[src/rtl/dff_arb_pkg.sv]
// Shared definitions for the DFF bank arbiter.
//   arb_state_e : arbiter FSM state encoding (idle, single grant, locked burst)
//   LOCK_CNT_W  : width of the burst-length counter (holds up to 15)
package dff_arb_pkg;

  localparam int unsigned LOCK_CNT_W = 4;

  typedef enum logic [1:0] {
    StIdle  = 2'd0,
    StGrant = 2'd1,
    StLock  = 2'd2
  } arb_state_e;

endpackage

[src/rtl/rr_pick.sv]
// Combinational round-robin selector.
// Scans req upward from ptr, wrapping modulo N_REQ, and returns the first set bit.
//   req : request vector
//   ptr : index with highest priority
//   win : one-hot winner (all zero when nothing requests)
//   any : at least one request present
module rr_pick #(
  parameter int unsigned N_REQ = 4,
  parameter int unsigned PTR_W = $clog2(N_REQ)
) (
  input  logic [N_REQ-1:0] req,
  input  logic [PTR_W-1:0] ptr,
  output logic [N_REQ-1:0] win,
  output logic             any
);

  logic [PTR_W-1:0] idx;

  always_comb begin
    win = '0;
    any = 1'b0;
    idx = '0;
    for (int unsigned i = 0; i < N_REQ; i++) begin
      idx = PTR_W'((32'(ptr) + i) % N_REQ);
      if (!any && req[idx]) begin
        win[idx] = 1'b1;
        any      = 1'b1;
      end
    end
  end

endmodule

[src/rtl/dff_bank_arbiter.sv]
// Round-robin write arbiter for a shared DATA_W-bit holding register.
// A granted requester asserting lock may keep the bank for up to LOCK_MAX
// consecutive writes; otherwise the bank rotates one write per requester.
//   clk, rst_n : clock, asynchronous active-low reset
//   req        : per-requester write request
//   lock       : per-requester burst request (honoured only for the owner)
//   wr_data    : packed write data, requester i at [i*DATA_W +: DATA_W]
//   gnt        : registered one-hot grant, aligned with the write on q
//   q          : shared register
//   q_vld      : q was written at the preceding edge
//   q_par      : even parity of q (only when DFF_ARB_PARITY_EN is defined)
module dff_bank_arbiter
  import dff_arb_pkg::*;
#(
  parameter int unsigned N_REQ    = 4,
  parameter int unsigned DATA_W   = 8,
  parameter int unsigned LOCK_MAX = 4
) (
  input  logic                    clk,
  input  logic                    rst_n,
  input  logic [N_REQ-1:0]        req,
  input  logic [N_REQ-1:0]        lock,
  input  logic [N_REQ*DATA_W-1:0] wr_data,
  output logic [N_REQ-1:0]        gnt,
  output logic [DATA_W-1:0]       q,
`ifdef DFF_ARB_PARITY_EN
  output logic                    q_par,
`endif
  output logic                    q_vld
);

  localparam int unsigned PTR_W = $clog2(N_REQ);

  arb_state_e            state_q, state_d;
  logic [PTR_W-1:0]      ptr_q, ptr_d;
  logic [PTR_W-1:0]      owner_q, owner_d;
  logic [LOCK_CNT_W-1:0] cnt_q, cnt_d;
  logic [DATA_W-1:0]     q_q, q_d;
  logic [N_REQ-1:0]      gnt_q, gnt_d;
  logic                  vld_q, vld_d;
  // Low for the first edge after reset release so the first grant lands on the second edge.
  logic                  armed_q;

  logic [DATA_W-1:0] data_arr [N_REQ];
  logic [PTR_W-1:0]  next_owner, arb_ptr, win_idx;
  logic [N_REQ-1:0]  win;
  logic              any, hold;

  always_comb begin
    for (int unsigned i = 0; i < N_REQ; i++) begin
      data_arr[i] = wr_data[i*DATA_W +: DATA_W];
    end
  end

  assign next_owner = (owner_q == PTR_W'(N_REQ - 1)) ? '0 : owner_q + PTR_W'(1);
  // Leaving a grant moves priority just past the owner in the same cycle.
  assign arb_ptr    = (state_q == StIdle) ? ptr_q : next_owner;
  assign hold       = (state_q == StLock) && req[owner_q] && lock[owner_q] &&
                      (cnt_q < LOCK_CNT_W'(LOCK_MAX));

  rr_pick #(
    .N_REQ (N_REQ),
    .PTR_W (PTR_W)
  ) u_rr_pick (
    .req (req),
    .ptr (arb_ptr),
    .win (win),
    .any (any)
  );

  always_comb begin
    win_idx = '0;
    for (int unsigned i = 0; i < N_REQ; i++) begin
      if (win[i]) win_idx = PTR_W'(i);
    end
  end

  always_comb begin
    state_d = state_q;
    ptr_d   = ptr_q;
    owner_d = owner_q;
    cnt_d   = cnt_q;
    q_d     = q_q;
    gnt_d   = '0;
    vld_d   = 1'b0;
    if (hold) begin
      q_d   = data_arr[owner_q];
      gnt_d = gnt_q;
      vld_d = 1'b1;
      cnt_d = cnt_q + LOCK_CNT_W'(1);
    end else begin
      if (state_q != StIdle) ptr_d = arb_ptr;
      if (any && armed_q) begin
        owner_d = win_idx;
        q_d     = data_arr[win_idx];
        gnt_d   = win;
        vld_d   = 1'b1;
        cnt_d   = LOCK_CNT_W'(1);
        state_d = lock[win_idx] ? StLock : StGrant;
      end else begin
        state_d = StIdle;
      end
    end
  end

  always_ff @(posedge clk or negedge rst_n) begin
    if (!rst_n) begin
      state_q <= StIdle;
      ptr_q   <= '0;
      owner_q <= '0;
      cnt_q   <= '0;
      q_q     <= '0;
      gnt_q   <= '0;
      vld_q   <= 1'b0;
      armed_q <= 1'b0;
    end else begin
      state_q <= state_d;
      ptr_q   <= ptr_d;
      owner_q <= owner_d;
      cnt_q   <= cnt_d;
      q_q     <= q_d;
      gnt_q   <= gnt_d;
      vld_q   <= vld_d;
      armed_q <= 1'b1;
    end
  end

  assign q     = q_q;
  assign gnt   = gnt_q;
  assign q_vld = vld_q;

`ifdef DFF_ARB_PARITY_EN
  logic par_q;

  always_ff @(posedge clk or negedge rst_n) begin
    if (!rst_n) begin
      par_q <= 1'b0;
    end else begin
      par_q <= ^q_d;
    end
  end

  assign q_par = par_q;
`endif

endmodule

[config.mk]
export PLATFORM = sky130hd
export DESIGN_NAME = dff_bank_arbiter
export DESIGN_NICKNAME = d
export VERILOG_FILES = /design/src/rtl/dff_arb_pkg.sv /design/src/rtl/rr_pick.sv /design/src/rtl/dff_bank_arbiter.sv
export SDC_FILE = /design/constraint.sdc
export NUM_CORES = 1
export LEC_CHECK = 0
export CORE_MARGIN = 10
export CORE_UTILIZATION = 45
export DETAILED_ROUTE_END_ITERATION = 12
export PLACE_DENSITY_LB_ADDON = 0.3
export SYNTH_ARGS = -nofsm -noshare
export SYNTH_HDL_FRONTEND = slang
export SYNTH_SLANG_ARGS = --single-unit
[constraint.sdc]
create_clock -name clk -period 4.8 [get_ports clk]
set_input_delay 0.96 -clock clk [delete_from_list [all_inputs] [get_ports clk]]
set_output_delay 0.96 -clock clk [all_outputs]
set_load 0.01 [all_outputs]
==> run summary, run 1 <==
The flow ran to the end, and the final reports show no timing, DRC or antenna violations. In this run the worst path has a maximum fanout of 12. 0 antenna diodes ended up in the layout.

The number of buffers added by the clock tree synthesis step came out at 3. The final worst clock skew came out at 0.008738 ns. The maximum VDD drop is 0.3617 mV. The number of endpoints with negative hold slack in the final report is 0. The number of nets handed over by synthesis was 299. Dividing the detail-routed via count by the number of cells gives 6.245.

In the synthesized netlist, the number of instances is 251. Counting flops with a built-in enable in the synthesized netlist gives 0. The final layout net count is 345.

The number of maximum-capacitance violations is 0. The fraction of the cycle the final worst path needs is 81.08%. The final critical path time including I/O delays and setup came out at 3.892 ns. The detailed-placement wirelength estimate is 5126 um. The top cell type's share of synthesized area came out at 27.29%. The cell area after layout is 2846 um^2. The sum of negative setup slack is 0 ns.

The cell count after placement came out at 359. Sorting the synthesized cells by area gives the leading types as sky130_fd_sc_hd__dfrtp_1 27%, sky130_fd_sc_hd__mux4_2 8.2%, sky130_fd_sc_hd__nand2_1 5.5%. The tree built by TritonCTS fans out to 24 sinks. The cell depth of the worst hold path came out at 1. The maximum count of clock buffers along a single path is 2. The count of distinct cell types in the synthesized netlist is 57. Setup repair after global routing left no endpoint under its margin. The core box area is 4723 um^2.

Setup violations remaining at the end of the flow were counted as 0. The final routed wire length divided by cell count came out at 19.00 um. The floorplan has 25 rows. The x dimension of the die came out at 89.94 um. The setup fix buffers added after clock tree synthesis came out at 0. The path category of the worst min-delay check is reg2reg. The share of cells above drive strength 1 is 12.50%.

For this design the ratio of total power to cell area is 784.5 nW/um^2. The post-CTS clock slew at the launch and capture registers of the worst setup and hold paths is 0.09 ns. For the worst flop-to-flop path, the logic depth is 10. The number of antenna violations at the first check in global routing came out at 0.

In this run the number of H-tree levels came out at 1. The count of input and output buffers came out at 54. The arrival time reported for the critical path endpoint came out at 4.08 ns. In the global route stage, met3 resource usage came out at 3.574%. The post-cts gate resize count is 0. The number of synthesized register bits came out at 24. The met2 usage in global routing is 25.85%. The maximum number of pins on one net before global-route repair came out at 34.

The global-route wire length before repair is 11510 um. The netlist area before placement came out at 2201 um^2. The largest total area in the synthesized netlist belongs to sky130_fd_sc_hd__dfrtp_1. STA classifies the critical path endpoint as a flop.

The global routing usage summed across all routing layers came out at 16.64%. In this run the most used layer during global routing was met2. The final-report max-slew violation count was 0.

The count of cells in the finished layout, fillers not included, comes to 363. The fraction of met1 tracks used by global routing came out at 22.81%. The final layout contains routed wiring with a total length of 6898 um. The flop-to-flop setup slack is 0.91 ns. The required time of the worst setup path is 4.99 ns.

The layout-stage area growth over the synthesis result came out at 29.33%. The post-layout total power came out at 2.233 mW. Among all flip-flop cells after synthesis, the most frequent one is sky130_fd_sc_hd__dfrtp_1.

TritonCTS built the clock tree. The share of flip-flops with an asynchronous set or reset after synthesis came out at 100.0%. The upper clock frequency limit is 0.2569 GHz. The number of violations reported at the end of detailed-routing iteration 0 came out at 281. The vertical die dimension is 89.94 um. The worst setup path is launched from a flop.

The overflow left after global routing is 0. The critical path is of the reg2reg type. The first detailed-routing pass ran for 5 iterations. The tree is rooted in a sky130_fd_sc_hd__clkbuf_8. For the worst-skew pair, the clock arrives at the later sink with an insertion delay of 0.27 ns. The routability congestion estimate from global placement is 0.9560. The I/O pin count is 55. The area of the die is 8088 um^2. The vias after detailed routing came out at 2267.

The via count of the first global-routing pass came to 2293. The max-slew headroom at the worst pin is 41.26%. The share of the yosys chip area belonging to registers came out at 27.29%. The number of warnings issued by yosys is 0.

The detail route stage leaves a number of antenna-violating nets equal to 0. The initial cell density of the core came out at 46.60%. For the pin with the worst max-slew slack, the measured transition is 0.8811 ns. The post-route DRC violation count is 0.

The post-place instance area came out at 2775 um^2. Summed over all cells, the static leakage comes to 1.079 nW. The tightest hold path in the finished design has a slack of 0.4901 ns. The mean area per synthesized cell is 8.768 um^2. The count of hold-fix buffers inserted at cts is 0.
## metrics by stage
step           util (%)  setup WS, ns
6_report          60.26        0.9080
4_1_cts           60.26        0.9796
5_1_grt           60.26        0.6330
3_5_place_dp      58.76        0.9612
2_1_floorplan         -         1.098
3_3_place_gp      58.76         1.054
## Yosys cell counts (all sizes together) (3+ instances only)
cell     number
nand2        32
dfrtp        24
nor2         20
clkbuf       14
a31oi        11
a311oi       10
nand4        10
o21ai        10
a21o          8
buf           8
mux4          8
nand3         8
o2bb2ai       8
ha            6
mux2i         6
a21oi         4
inv           4
mux2          4
nand3b        4
o22ai         4
a211o         3
a311o         3
nor3          3
nor3b         3
o31ai         3
## where the power goes
part,leakage [nW],switching [mW],internal [mW]
Clock,0.0357,0.0676,0.112
Sequential,0.293,0.0542,0.283
Combinational,0.750,0.985,0.731
## logic make-up (layout without fill, tap and decap cells)
group / after synthesis / in the layout / share of synthesized area, %
AO/OA/AOI/OAI: 79 / 79 / 27.29
adder cells (fa/ha/maj): 6 / 6 / 3.411
buffers and inverters: 26 / 71 / 6.424
flip-flops: 24 / 24 / 27.29
multiplexers: 18 / 18 / 13.13
other: 1 / 1 / 0.1704
AND/OR/NAND/NOR: 97 / 97 / 22.29
## critical path, stage by stage, from the launching register on
cell and delay, ns:
sky130_fd_sc_hd__dfrtp_1 0.46, sky130_fd_sc_hd__or2_1 0.32, sky130_fd_sc_hd__mux2i_2 0.28, sky130_fd_sc_hd__inv_4 0.11, sky130_fd_sc_hd__ha_1 0.33, sky130_fd_sc_hd__a311oi_1 0.53, sky130_fd_sc_hd__mux2_2 0.43, sky130_fd_sc_hd__or3b_4 0.47
sky130_fd_sc_hd__a21oi_2 0.47, sky130_fd_sc_hd__a311oi_1 0.19, sky130_fd_sc_hd__a31oi_1 0.22
## final timing paths
kind / from / endpoint
max: state_q[0]$_DFFE_PN0N_ / q[5]$_DFFE_PN0P_
min: cnt_q[0]$_DFFE_PN0P_ / cnt_q[0]$_DFFE_PN0P_
max reg2reg: state_q[0]$_DFFE_PN0N_ / q[5]$_DFFE_PN0P_
min reg2reg: cnt_q[0]$_DFFE_PN0P_ / cnt_q[0]$_DFFE_PN0P_
max in group asynchronous: rst_n / q[4]$_DFFE_PN0P_
min in group asynchronous: rst_n / q[5]$_DFFE_PN0P_
## state kept, by name, indices dropped and copies added, names as in the netlist
register  cells
state_q       2
gnt           4
ptr_q         2
q_vld         1
armed_q       1
owner_q       2
q             8
cnt_q         4
## per-layer routing
metal,vias up,share of wire (%)
met5,-,0
met4,0,1.1
met3,9,7.6
met2,110,47
met1,1088,44
li1,1060,-
## layout make-up
cell class	instances	area, um^2
repair buffers	63	608.1
inverters	4	17.52
flip-flops and latches	24	600.6
clock buffers	3	41.29
fillers	439	1877
well taps	67	83.83
clock inverters	1	30.03
multi-input cells	201	1465
## cell usage in the layout (no fill, tap or decap), types with 3 or more instances in the layout
cell / n
sky130_fd_sc_hd__a21o_1: 8
sky130_fd_sc_hd__a21oi_1: 3
sky130_fd_sc_hd__a311o_1: 3
sky130_fd_sc_hd__a311oi_1: 9
sky130_fd_sc_hd__a31oi_1: 11
sky130_fd_sc_hd__buf_4: 9
sky130_fd_sc_hd__clkbuf_8: 3
sky130_fd_sc_hd__clkdlybuf4s50_1: 54
sky130_fd_sc_hd__dfrtp_1: 24
sky130_fd_sc_hd__ha_1: 6
sky130_fd_sc_hd__inv_1: 3
sky130_fd_sc_hd__mux2_2: 4
sky130_fd_sc_hd__mux2i_1: 5
sky130_fd_sc_hd__mux4_2: 8
sky130_fd_sc_hd__nand2_1: 32
sky130_fd_sc_hd__nand3_1: 8
sky130_fd_sc_hd__nand3b_1: 4
sky130_fd_sc_hd__nand4_1: 10
sky130_fd_sc_hd__nor2_1: 20
sky130_fd_sc_hd__nor3_1: 3
sky130_fd_sc_hd__nor3b_1: 3
sky130_fd_sc_hd__o21ai_0: 10
sky130_fd_sc_hd__o22ai_1: 4
sky130_fd_sc_hd__o2bb2ai_1: 8
sky130_fd_sc_hd__o31ai_1: 3
Note: power is estimated with default switching activity, not from simulation.
==> run 2: changes to the inputs <==
- clock period: 4.8 -> 3.52 ns (I/O delays scaled with it)
==> run summary, run 2 (synthesized netlist as in run 1, its figures left out) <==
In this run the power density over the cells is 1136 nW/um^2. The global routing usage summed across all routing layers is 17.01%. After clock tree synthesis, the clock-pin slew on the worst setup and hold paths is 0.09 ns. The final worst clock skew came out at 0.006076 ns. The required time of the worst setup path is 3.71 ns. The smallest setup slack after layout is 0.1100 ns. The number of hold buffers added after CTS was 0. The setup violation total in the final timing report came out at 0. The area of the die is 8088 um^2. The nature of the critical path startpoint is a flop. The max-slew headroom at the worst pin came out at 54.40%. The I/O pin count is 55. The run finished with clean final reports. CTS saw 24 sinks. The CTS root buffer is sky130_fd_sc_hd__clkbuf_8. The via count of the first global-routing pass is 2363.

The mean number of vias per cell is 6.123. From left edge to right edge, the die measures 89.94 um. The delay of the slowest cell on the worst path is 0.43 ns. The number of endpoints with negative hold slack in the final report is 0.

The critical path goes through ha_1 > nor2_2 > mux2i_2 > buf_4 > ha_1 > nand3b_1 > mux2_2 > mux2_4 > or3b_4 > a21oi_4 > buf_4 > a311oi_2 > a31oi_1. The final layout contains 372 nets. CTS built an H-tree with a depth of 1.

The largest fanout of any net on the critical path came out at 8. The post-route DRC violation count came out at 0. The cell count along the critical path came out at 13. For this block, the via count after detailed routing is 2388. The first-pass detailed-route iteration total is 4. The number of maximum-capacitance violations is 0. The maximum count of clock buffers along a single path is 2. The final routed wire length divided by cell count is 18.63 um. The fraction of power consumed by the clock network is 6.9%.

The detailed-placement wirelength estimate came out at 5329 um. Summed over all layers, the routed wires come to 7265 um. The initial utilization of the core area, before any placement, comes to 46.60%. Before CTS, the worst setup slack after placement is 0.09089 ns.

The cell leakage power is 1.226 nW. Summed over all nets, the switching power comes to 1.684 mW. The repair_antennas step left the layout with diodes totalling 0. The kind of end point of the critical path is a flop. Leaving out fill and tap cells, the most frequent cell in the layout is sky130_fd_sc_hd__clkdlybuf4s50_1. The post-layout total power came out at 3.552 mW.

The final critical path time including I/O delays and setup is 3.410 ns. The TritonCTS clock tree is yes. The number of buffers added by the clock tree synthesis step is 3. The core box area is 4723 um^2. The overflow left after global routing is 0.

The slew at the pin with the worst max-slew slack is 0.6745 ns. The fraction of the cycle the final worst path needs came out at 96.87%. Routability-driven placement finished with a final weighted congestion of 0.8855. Per report_power, the sequential group accounts for 12.7% of the total. The final-report max-slew violation count is 0.

The number of violations reported at the end of detailed-routing iteration 0 came out at 191. The count of cells along the worst register-to-register path is 13. The internal power came out at 1.868 mW.

The area growth from synthesis to layout is 42.07%. Leaving out fill and tap cells, the most frequent cells in the layout are 54 x sky130_fd_sc_hd__clkdlybuf4s50_1, 36 x sky130_fd_sc_hd__buf_4, 32 x sky130_fd_sc_hd__nand2_1. The share of cells above drive strength 1 came out at 22.29%. The cell depth of the worst hold path came out at 2. The largest individual stage delay along the critical path comes from the cell sky130_fd_sc_hd__dfrtp_1.

The tightest min-delay check is of the reg2reg type. The maximum VDD drop came out at 0.5179 mV. The upper clock frequency limit came out at 0.2933 GHz. The vertical die dimension came out at 89.94 um. The critical path is of the reg2reg type.

The count of input and output buffers came out at 54. The number of antenna-violating nets in the routed design came out at 0. The global-route wire length before repair came out at 11600 um. Entering global routing, the biggest net connects 33 pins.

At the worst endpoint, the arrival time is 3.60 ns. The site row count is 25. The kind of cell with the highest combined delay along the critical path is simple AND/OR/NAND/NOR gates. The number of flip-flops in the largest register came out at 8. In this run switching power makes up 47.41% of total power. The worst path buffer plus inverter count is 2. The part of the total power dissipated in combinational logic is 80.4%. The clock latency of the later-clocked register in the worst-skew pair came out at 0.27 ns.

The number of antenna violations at the first check in global routing came to 0.
[run 2: worst min-delay path: stages, from the launching register on]
cell	delay, ns
sky130_fd_sc_hd__dfrtp_1	0.35
sky130_fd_sc_hd__nand2_1	0.05
sky130_fd_sc_hd__o31ai_1	0.05
[run 2: what timing repair did]
action | in CTS | in global routing
gates resized for setup | 0 | 9
buffers inserted | 0 | 2
setup endpoints to repair | 0 | 11
[run 2: cell type report]
type / count / area [um^2]
Fill cell: 417 / 1597
Multi-Input combinational cell: 201 / 1543
Timing Repair Buffer: 90 / 810.8
Sequential cell: 24 / 600.6
Tap cell: 67 / 83.83
Clock buffer: 3 / 41.29
Clock inverter: 1 / 30.03
Inverter: 4 / 17.52
[run 2: power groups by stage]
| stage | combinational [mW] | clock, mW | sequential, mW |
|---|---|---|---|
| 2_1_floorplan | 1.77 | 0 | 0.480 |
| 3_3_place_gp | 2.64 | 0 | 0.451 |
| 3_5_place_dp | 2.67 | 0 | 0.450 |
| 4_1_cts | 2.68 | 0.250 | 0.448 |
| 5_1_grt | 3.07 | 0.264 | 0.461 |
| 6_report | 2.86 | 0.244 | 0.451 |
[run 2: per-stage QoR]
step / hold WS [ns] / TNS [ns] / instance area (um^2) / cells / util, %
after global placement: 0.4679 / 0 / 2984 / 384 / 63.18
after detailed placement: 0.4698 / 0 / 2984 / 384 / 63.18
after floorplan: 0.4084 / 0 / 2232 / 251 / -
final: 0.4857 / 0 / 3127 / 390 / 66.20
after CTS: 0.4911 / 0 / 3055 / 388 / 64.69
after global routing: 0.5316 / -0.01744 / 3127 / 390 / 66.20
[run 2: path summary, 6_finish.rpt]
kind / from / endpoint / slack [ns]
worst max-delay path: owner_q[0]$_DFFE_PN0P_ / q[0]$_DFFE_PN0P_ / 0.11
worst min-delay path: gnt[0]$_DFFE_PN0N_ / gnt[0]$_DFFE_PN0N_ / 0.49
worst max register to register: owner_q[0]$_DFFE_PN0P_ / q[0]$_DFFE_PN0P_ / 0.11
worst min register to register: gnt[0]$_DFFE_PN0N_ / gnt[0]$_DFFE_PN0N_ / 0.49
max in group asynchronous: rst_n / q[0]$_DFFE_PN0P_ / 2.50
min in group asynchronous: rst_n / q[2]$_DFFE_PN0P_ / 0.78
[run 2: layer usage]
metal / share of wire [%] / global-route usage, %
met5: 0 / 0
met4: 1.6 / 3.448
met3: 8.1 / 4.572
met2: 47 / 27.54
met1: 44 / 22.15
==> run 3: changes to the inputs <==
- CAP_MARGIN: not set -> 25
==> results of run 3 <==
The final DEF is identical to that of run 2; final timing and power are the same.
